`config.mk`:
```
export PLATFORM = sky130hd
export DESIGN_NAME = rom_sel_sequencer
export DESIGN_NICKNAME = d
export VERILOG_FILES = /design/src/rtl/rom_seq_pkg.sv /design/src/rtl/seq_lfsr16.sv /design/src/rtl/rom_sel_sequencer.sv
export SDC_FILE = /design/constraint.sdc
export NUM_CORES = 1
export LEC_CHECK = 0
export ABC_AREA = 0
export CORE_MARGIN = 1.5
export CORE_UTILIZATION = 45
export CTS_CLUSTER_DIAMETER = 30
export CTS_CLUSTER_SIZE = 12
export DETAILED_ROUTE_END_ITERATION = 10
export PLACE_DENSITY = 0.68
export SLEW_MARGIN = 0
export SYNTH_ARGS = -nofsm -noshare
export SYNTH_HDL_FRONTEND = slang
export SYNTH_SLANG_ARGS = --single-unit
```
`constraint.sdc`:
```
create_clock -name clk -period 2.6 [get_ports clk]
set_input_delay 0.52 -clock clk [delete_from_list [all_inputs] [get_ports clk]]
set_output_delay 0.52 -clock clk [all_outputs]
set_load 0.02 [all_outputs]
```
`src/rtl/rom_seq_pkg.sv`:
```
// rom_seq_pkg: shared widths, LFSR mask, FSM states and select helpers for the ROM selector sequencer
package rom_seq_pkg;
    localparam int ROM1_W = 5;
    localparam int ROM_W = 2;
    localparam int ROM6_W = 3;
    localparam int LFSR_W = 16;
    localparam logic [LFSR_W-1:0] LFSR_MASK = 16'hB400;
    localparam int ROM6_MOD = 5;

    typedef enum logic [1:0] {IDLE, DRIVE, PRESENT, DONE} state_t;

    typedef struct packed {
        logic [ROM_W-1:0]  rom2;
        logic [ROM_W-1:0]  rom3;
        logic [ROM_W-1:0]  rom4;
        logic [ROM_W-1:0]  rom5;
        logic [ROM6_W-1:0] rom6;
    } sel_t;

    // Galois right-shift step
    function automatic logic [LFSR_W-1:0] lfsr_next(input logic [LFSR_W-1:0] l);
        return (l >> 1) ^ (l[0] ? LFSR_MASK : '0);
    endfunction

    // rom6 only has five entries, so fold 5..7 back onto 0..2
    function automatic logic [ROM6_W-1:0] rom6_map(input logic [ROM6_W-1:0] f);
        return (f >= ROM6_W'(ROM6_MOD)) ? f - ROM6_W'(ROM6_MOD) : f;
    endfunction

    function automatic sel_t to_sel(input logic [LFSR_W-1:0] l);
        sel_t s;
        s.rom2 = l[1:0];
        s.rom3 = l[3:2];
        s.rom4 = l[5:4];
        s.rom5 = l[7:6];
        s.rom6 = rom6_map(l[10:8]);
        return s;
    endfunction
endpackage

```
`src/rtl/seq_lfsr16.sv`:
```
// seq_lfsr16: 16-bit Galois LFSR with seed load and single-step advance
module seq_lfsr16
    import rom_seq_pkg::*;
(
    input  logic              clk,
    input  logic              rst,
    input  logic              load,
    input  logic [LFSR_W-1:0] seed,
    input  logic              step,
    output logic [LFSR_W-1:0] value
);
    logic [LFSR_W-1:0] r_value;

    // reset and load both restart the sequence from the seed
    always_ff @(posedge clk) begin
        if (rst || load) r_value <= seed;
        else if (step)   r_value <= lfsr_next(r_value);
    end

    assign value = r_value;
endmodule

```
`src/rtl/rom_sel_sequencer.sv`:
```
// rom_sel_sequencer: walks rom1 over 0..ADDR_MAX with LFSR-driven rom2..rom6, settles each set then handshakes it out (optional SEQ_TAIL_EN adds rom1=0,1 tail steps)
module rom_sel_sequencer
    import rom_seq_pkg::*;
#(
    parameter int                ADDR_MAX  = 27,
    parameter int                SETTLE    = 1,
    parameter logic [LFSR_W-1:0] LFSR_SEED = 16'hACE1
) (
    input  logic              clk,
    input  logic              rst,
    input  logic              start,
    input  logic              sample_ready,
    output logic [ROM1_W-1:0] rom1_sel,
    output logic [ROM_W-1:0]  rom2_sel,
    output logic [ROM_W-1:0]  rom3_sel,
    output logic [ROM_W-1:0]  rom4_sel,
    output logic [ROM_W-1:0]  rom5_sel,
    output logic [ROM6_W-1:0] rom6_sel,
    output logic              sel_valid,
    output logic              busy,
    output logic              done
);
    state_t            r_state;
    state_t            w_state_nxt;
    logic [ROM1_W-1:0] r_rom1;
    sel_t              r_sel;
    logic [3:0]        r_cnt;
    logic [LFSR_W-1:0] w_lfsr;
    logic [LFSR_W-1:0] w_src;
    logic              w_start;
    logic              w_hs;
    logic              w_step;
    logic              w_last;
    logic              w_tail;

    assign w_start = (r_state == IDLE) && start;
    assign w_hs    = (r_state == PRESENT) && sample_ready;
    assign w_src   = w_start ? LFSR_SEED : lfsr_next(w_lfsr);

`ifdef SEQ_TAIL_EN
    logic [1:0] r_tail;

    assign w_last = (r_tail == 2'd2);
    assign w_step = w_hs && (r_tail == 2'd0) && (r_rom1 != ROM1_W'(ADDR_MAX));
    assign w_tail = w_hs && !w_last && !w_step;

    // tail phase: 0 = main walk, 1 = rom1=0 tail step, 2 = rom1=1 tail step
    always_ff @(posedge clk) begin
        if (rst || w_start) r_tail <= 2'd0;
        else if (w_tail)    r_tail <= r_tail + 2'd1;
    end
`else
    assign w_last = (r_rom1 == ROM1_W'(ADDR_MAX));
    assign w_step = w_hs && !w_last;
    assign w_tail = 1'b0;
`endif

    seq_lfsr16 u_lfsr (
        .clk  (clk),
        .rst  (rst),
        .load (w_start),
        .seed (LFSR_SEED),
        .step (w_step),
        .value(w_lfsr)
    );

    // state register
    always_ff @(posedge clk) begin
        if (rst) r_state <= IDLE;
        else     r_state <= w_state_nxt;
    end

    // next-state: settle in DRIVE, wait for the handshake in PRESENT
    always_comb begin
        w_state_nxt = r_state;
        case (r_state)
            IDLE:    w_state_nxt = start ? DRIVE : IDLE;
            DRIVE:   w_state_nxt = (r_cnt == 4'd0) ? PRESENT : DRIVE;
            PRESENT: w_state_nxt = sample_ready ? (w_last ? DONE : DRIVE) : PRESENT;
            default: w_state_nxt = IDLE;
        endcase
    end

    // selector registers and settle counter; tail steps keep rom2..rom6 frozen
    always_ff @(posedge clk) begin
        if (rst) begin
            r_rom1 <= '0;
            r_sel  <= '0;
            r_cnt  <= '0;
        end else if (w_start || w_step) begin
            r_rom1 <= w_start ? '0 : r_rom1 + 1'b1;
            r_sel  <= to_sel(w_src);
            r_cnt  <= 4'(SETTLE - 1);
        end else if (w_tail) begin
`ifdef SEQ_TAIL_EN
            r_rom1 <= ROM1_W'(r_tail);
`endif
            r_cnt  <= 4'(SETTLE - 1);
        end else if (r_state == DRIVE && r_cnt != 4'd0) begin
            r_cnt  <= r_cnt - 4'd1;
        end
    end

    assign rom1_sel  = r_rom1;
    assign rom2_sel  = r_sel.rom2;
    assign rom3_sel  = r_sel.rom3;
    assign rom4_sel  = r_sel.rom4;
    assign rom5_sel  = r_sel.rom5;
    assign rom6_sel  = r_sel.rom6;
    assign sel_valid = (r_state == PRESENT);
    assign busy      = (r_state != IDLE);
    assign done      = (r_state == DONE);
endmodule
```
### Yosys cells after proc, flatten, opt, wreduce, memory -nomap -nowiden

Cells that the tools add are included.

* bits in registers: 38
* output and inout bits: 19

* $add $sub $neg: 3
* reduce and logical (&&, ||, !) cells: 12
* equal/unequal tests: 4
* muxes and demuxes: 9
* magnitude comparators: 1
* bitwise gates (word level): 1

Operator list (count)
* 16-bit 2-to-1 mux: 1
* 15-bit by 16-bit bitwise XOR with 16-bit output: 1
* 11-bit 2-to-1 mux: 1
* 2-bit 2-to-1 mux: 3
* 2-bit case mux with 3 select lines: 1
* 5-bit by 1-bit adder with 5-bit output (second input constant): 1
* 5-bit equality test (second input constant): 1
* 5-bit 2-to-1 mux: 1
* 2-bit equality test (second input constant): 2
* 1-bit logical AND: 4
* 4-bit logical NOT: 1
* 4-bit nonzero test: 1
* 4-bit by 1-bit subtractor with 4-bit output (second input constant): 1
* 3-bit greater-or-equal comparator (second input constant): 1
* 3-bit 2-to-1 mux: 1
* 3-bit subtractor (second input constant): 1
* 2-bit by 1-bit equality test with 1-bit output (second input constant): 1
* 2-bit logical NOT: 1
* 1-bit logical OR: 2
* 2-bit nonzero test: 1
* 2-bit OR reduction: 1
* 1-bit logical NOT: 1
* 1-bit 2-to-1 mux: 1

### Depth between registers and ports, before layout

* word-level depth: 5
* gate-level depth with buffers: 7

### Hierarchy

A second synthesis with hierarchy kept.

* cells, all modules: 160
* area total of the unflattened synthesis: 1808.0 um2

Modules (own cells, without submodules)
* rom_sel_sequencer: cells an instance 122, area each 1044.8 um2, times used 1
* seq_lfsr16: cells an instance 38, area each 763.2 um2, times used 1

### Worst setup path before layout

Ideal clock, no wire load.

* path kind: input to register
* start point: input start
* end point: register r_sel, in the netlist rom6_sel[1]
* arrival time: 1.670 ns
* stages: 6
* path slack: 0.864 ns
* data required time: 2.534 ns
* buffers on the path: 1
* cells stage by stage: or3b_1 > buf_2 > nand2_1 > ha_1 > a211o_1 > a21oi_2

* cells in the longest elaborated chain, start to end: 4
* elaborated cells between the ends (all ways): 6
* those cells by class: 1 x add/sub; 1 x order compare; 2 x mux; 2 x reduce/logical

Ends and longest elaborated chain
* from (decl): line rom_sel_sequencer.sv:11 `input logic start,`
* 1-bit logical AND (*): line rom_sel_sequencer.sv:36 `assign w_start = (r_state == IDLE) && start;`
* 11-bit 2-to-1 mux: line rom_sel_sequencer.sv:38 `assign w_src = w_start ? LFSR_SEED : lfsr_next(w_lfsr);`
* 3-bit subtractor or 3-bit greater-or-equal comparator (tied branches): line rom_seq_pkg.sv:27 `return (f >= ROM6_W'(ROM6_MOD)) ? f - ROM6_W'(ROM6_MOD) : f;`
* 3-bit 2-to-1 mux: line rom_seq_pkg.sv:27
* to (signal assigned): line rom_sel_sequencer.sv:92 `r_sel <= to_sel(w_src);`
* to (decl): line rom_sel_sequencer.sv:26 `sel_t r_sel;`

Mark *: on every way between the ends. The rest lies on a longest branch, timed or not.
A chain may end at the register's enable or synchronous reset.

### Worst setup path in the final report

* start point: register r_state[1]
* end point: output sel_valid

* cells in the longest elaborated chain, start to end: 1

Ends and longest elaborated chain
* from (decl): line rom_sel_sequencer.sv:23 `state_t r_state;`
* from (signal assigned): line rom_sel_sequencer.sv:70 `else r_state <= w_state_nxt;`
* 2-bit equality test: line rom_sel_sequencer.sv:110 `assign sel_valid = (r_state == PRESENT);`
* to (decl): line rom_sel_sequencer.sv:19 `output logic sel_valid,`

Every way passes these cells.

==> run_results.csv <==
group,metric,value,unit
synth,yosysWarnings,0,
grt,number_of_global_route_vias_before_repair,1219,
floorplan,ios,23,
floorplan,effective_utilization_at_floorplan,0.474,
drt,ant_nets,0,
sta,grt_setup_unrepaired,"no",
critical_path,crit_start,"r_state[1]",
hold_path,min-delay-start,"u_lfsr.value[4]",
critical_path,cp-start-kind,"flip-flop",
sta,post-route-min-period,2.08,ns
drt,first_iter_violations,48,
drt,routed_via_density,5.15,
power_and_ir_drop,power_frac_comb,0.121,
critical_path,critical_path.n_buffers_inverters,1,
floorplan,die_height,62.5,um
grt,grt_pass1_wl,5310,um
sta,post-route-period-util,0.799,
critical_path,path_class,"reg2out",
drt,wl_per_cell,12.4,um
synth,post_synth_num_cell_types,38,
clocking,tritoncts,"done",
critical_path,crit_required,2.08,ns
power_and_ir_drop,power.density,568,nW/um2
cells_and_area,area.growth.synth_to_final,16.6,%
critical_path,critical_path_max_stage_delay,0.62,ns
placed_design,preCtsSetupSlack,0.425,ns
clocking,clock_transition_at_the_register_clock_pins_on_the_worst_setup_and_hold_paths_after_cts,0.10,ns
power_and_ir_drop,power.switching_fraction,0.255,
cells_and_area,layout-drive-gt1-share,0.0990,
sta,fin_tns_setup,0,ns
sta,max_slew_margin_vs_limit,0.671,
sta,tightest_slew,0.489,ns
critical_path,worst_path_dominant_cell_family,"buffers and inverters",
clocking,post_cts_buffers,0,
power_and_ir_drop,vdd.ir_drop.worst,0.389,mV
sta,setup-violations-final,0,
cells_and_area,filler_cell_count,337,
floorplan,placementRows,21,
placed_design,gp_routability_congestion,0.711,
critical_path,arrival,1.56,ns
drt,route.detailed.drc,0,
clocking,htree_num_levels,2,
grt,gr-usage-all-layers,0.167,
synth,ys_ff_latch,38,
sta,finalWorstSetupSlack,0.523,ns
synth,syn_area,1590,um2
clocking,cells_resized_by_post_cts_repair,0,
clocking,cts.sinks,38,
sta,final_hold_viol_count,0,
power_and_ir_drop,intPower,786,uW
synth,syn_inst,181,
drt,detail_route.first_pass.iterations,4,
critical_path,cells_traversed_along_the_worst_timing_path,"nor2b_1 -> clkdlybuf4s50_1",
sta,hold_ws,0.465,ns
grt,residual_overflow_from_global_routing,0,
flow_run,drv.max_cap_violation_count,0,
drt,via_count,1276,
cells_and_area,finish.net_count,208,
floorplan,fp.dieArea,3910,um2
outcome,status,"finished clean",
hold_path,worst_hold_path_type,"reg2reg",
synth,synth.avg_cell_area,8.81,um2
floorplan,die_x,62.5,um
drt,drt_wirelength,3060,um
clocking,cts_hold_buffers,0,
grt,antenna_found_initial,0,
synth,synth_nets,188,
power_and_ir_drop,switching_power,269,uW
sta,fmax,0.482,GHz
synth,synth_seq_area_share,0.477,
power_and_ir_drop,fin_total_pwr,1060,uW
clocking,tritoncts.num_buffers,5,
critical_path,path_max_fanout,7,
clocking,number_of_buffers_on_the_longest_clock_path,2,
clocking,root_buffer,"clkbuf_4",
sta,pins_over_slew_limit,0,
grt,grt_start_max_net_pins,30,
sta,clock_tree_skew_after_final_layout,0.00980,ns
critical_path,cpMaxStageDelayCell,"clkdlybuf4s50_1",
power_and_ir_drop,power.sequential.fraction,0.581,
power_and_ir_drop,cellLeakagePower,0.000672,uW
clocking,skew_pair_late_insertion_delay,0.34,ns
critical_path,worstReg2RegStart,"rom1_sel[0]",
floorplan,core_area,3360,um2
placed_design,dp_hpwl,2080,um
placed_design,numPortBuffers,22,
cells_and_area,antennaDiodeCount,0,
power_and_ir_drop,clockPowerShare,0.298,
critical_path,critPathCaptureType,"output pin",
[flip-flops by register name, indices dropped and copies added (netlist names)]
signal        cells
rom2_sel          2
rom4_sel          2
u_lfsr.value     16
r_cnt             4
rom5_sel          2
rom1_sel          5
rom6_sel          3
rom3_sel          2
r_state           2
[final timing paths]
kind	endpoint	slack, ns	cells after the start
setup / recovery	sel_valid	0.52	2
hold / removal	u_lfsr.value[4]	0.47	2
setup reg to reg	r_cnt[2]	1.00	5
hold reg to reg	u_lfsr.value[4]	0.47	2
[Yosys cell counts (all sizes together)]
cell	count	area share
nor2	10	0.024
a211oi	2	0.016
nand2	52	0.13
o21ai	1	0.0031
xor2	4	0.027
buf	10	0.053
and2	2	0.0094
o211ai	3	0.014
clkbuf	1	0.0024
nand3	4	0.013
a311oi	1	0.0055
nand2b	2	0.0094
or2	1	0.0039
xnor2	4	0.022
nor2b	2	0.013
nand4b	2	0.011
nor3	1	0.0031
inv	3	0.0071
and3b	1	0.0055
nand4	2	0.0078
a31oi	5	0.020
a211o	1	0.0055
mux2	2	0.014
ha	3	0.024
dfxtp	38	0.48
nand3b	1	0.0047
or3	1	0.0039
and2b	1	0.0047
a21oi	20	0.065
or3b	1	0.0055
[cell type report]
class | count | area (um2) | share of cell area
multi-input combinational | 129 | 733 | 0.395
inverter | 3 | 11.3 | 0.00606
timing repair buffer | 24 | 235 | 0.127
clock inverter | 1 | 5.00 | 0.00269
tap | 46 | 57.6 | 0.0310
clock buffer | 7 | 55.1 | 0.0296
sequential | 38 | 761 | 0.409
[worst min-delay path, cell delays in order (launching register included)]
cell,delay [ns]
dfxtp_1,0.32
nand2_1,0.05
a21oi_1,0.05
[power by group through the flow]
stage                     clock network [uW]  registers (uW)  logic, uW
after floorplan                            0             635       79.5
after global placement                     0             625        125
after detailed placement                   0             626        128
after CTS                                328             613        129
after global routing                     357             616        139
final                                    314             613        128
[stage by stage]
stage | cell area, um2 | instances | utilization
after floorplan | 1590 | 181 | -
after global placement | 1800 | 240 | 0.535
after detailed placement | 1800 | 240 | 0.535
after CTS | 1860 | 248 | 0.552
after global routing | 1860 | 248 | 0.552
final | 1860 | 248 | 0.552
[layer usage]
metal / routed length (um) / vias to the layer above / GRT usage / share of wire
li1: - / 641 / - / -
met1: 1410 / 610 / 0.202 / 0.46
met2: 1540 / 23 / 0.284 / 0.50
met3: 109 / 2 / 0.0541 / 0.036
met4: 8 / 0 / 0.0500 / 0.0026
met5: 0 / - / 0 / 0
[cells in the final DEF, fill, tap and decap left out, drive strengths merged]
master / synthesis / final
nand4b: 2 / 2
a21oi: 20 / 20
clkinv: 0 / 1
nand3: 4 / 4
nand4: 2 / 2
or2: 1 / 1
nand3b: 1 / 1
o211ai: 3 / 3
nor2b: 2 / 2
clkbuf: 1 / 7
ha: 3 / 3
and2: 2 / 2
dfxtp: 38 / 38
or3b: 1 / 1
or3: 1 / 1
nor2: 10 / 10
inv: 3 / 3
a211oi: 2 / 2
nand2: 52 / 52
nor3: 1 / 1
o21ai: 1 / 1
a31oi: 5 / 5
buf: 10 / 2
mux2: 2 / 2
xnor2: 4 / 4
a211o: 1 / 1
nand2b: 2 / 2
and3b: 1 / 1
xor2: 4 / 4
a311oi: 1 / 1
and2b: 1 / 1
clkdlybuf4s50: 0 / 22
[kinds of logic (layout without fill, tap and decap cells)]
| logic type | count (synthesis) | after routing | synth area share |
|---|---|---|---|
| adders and majority gates | 3 | 3 | 0.0236 |
| and+or+nand+nor | 83 | 83 | 0.245 |
| buffers and inverters | 14 | 35 | 0.0628 |
| AOI/OAI and AO/OA | 33 | 33 | 0.129 |
| xor gates and xnor gates | 8 | 8 | 0.0487 |
| muxes | 2 | 2 | 0.0141 |
| DFF | 38 | 38 | 0.477 |
(Power assumes the default switching activity.)
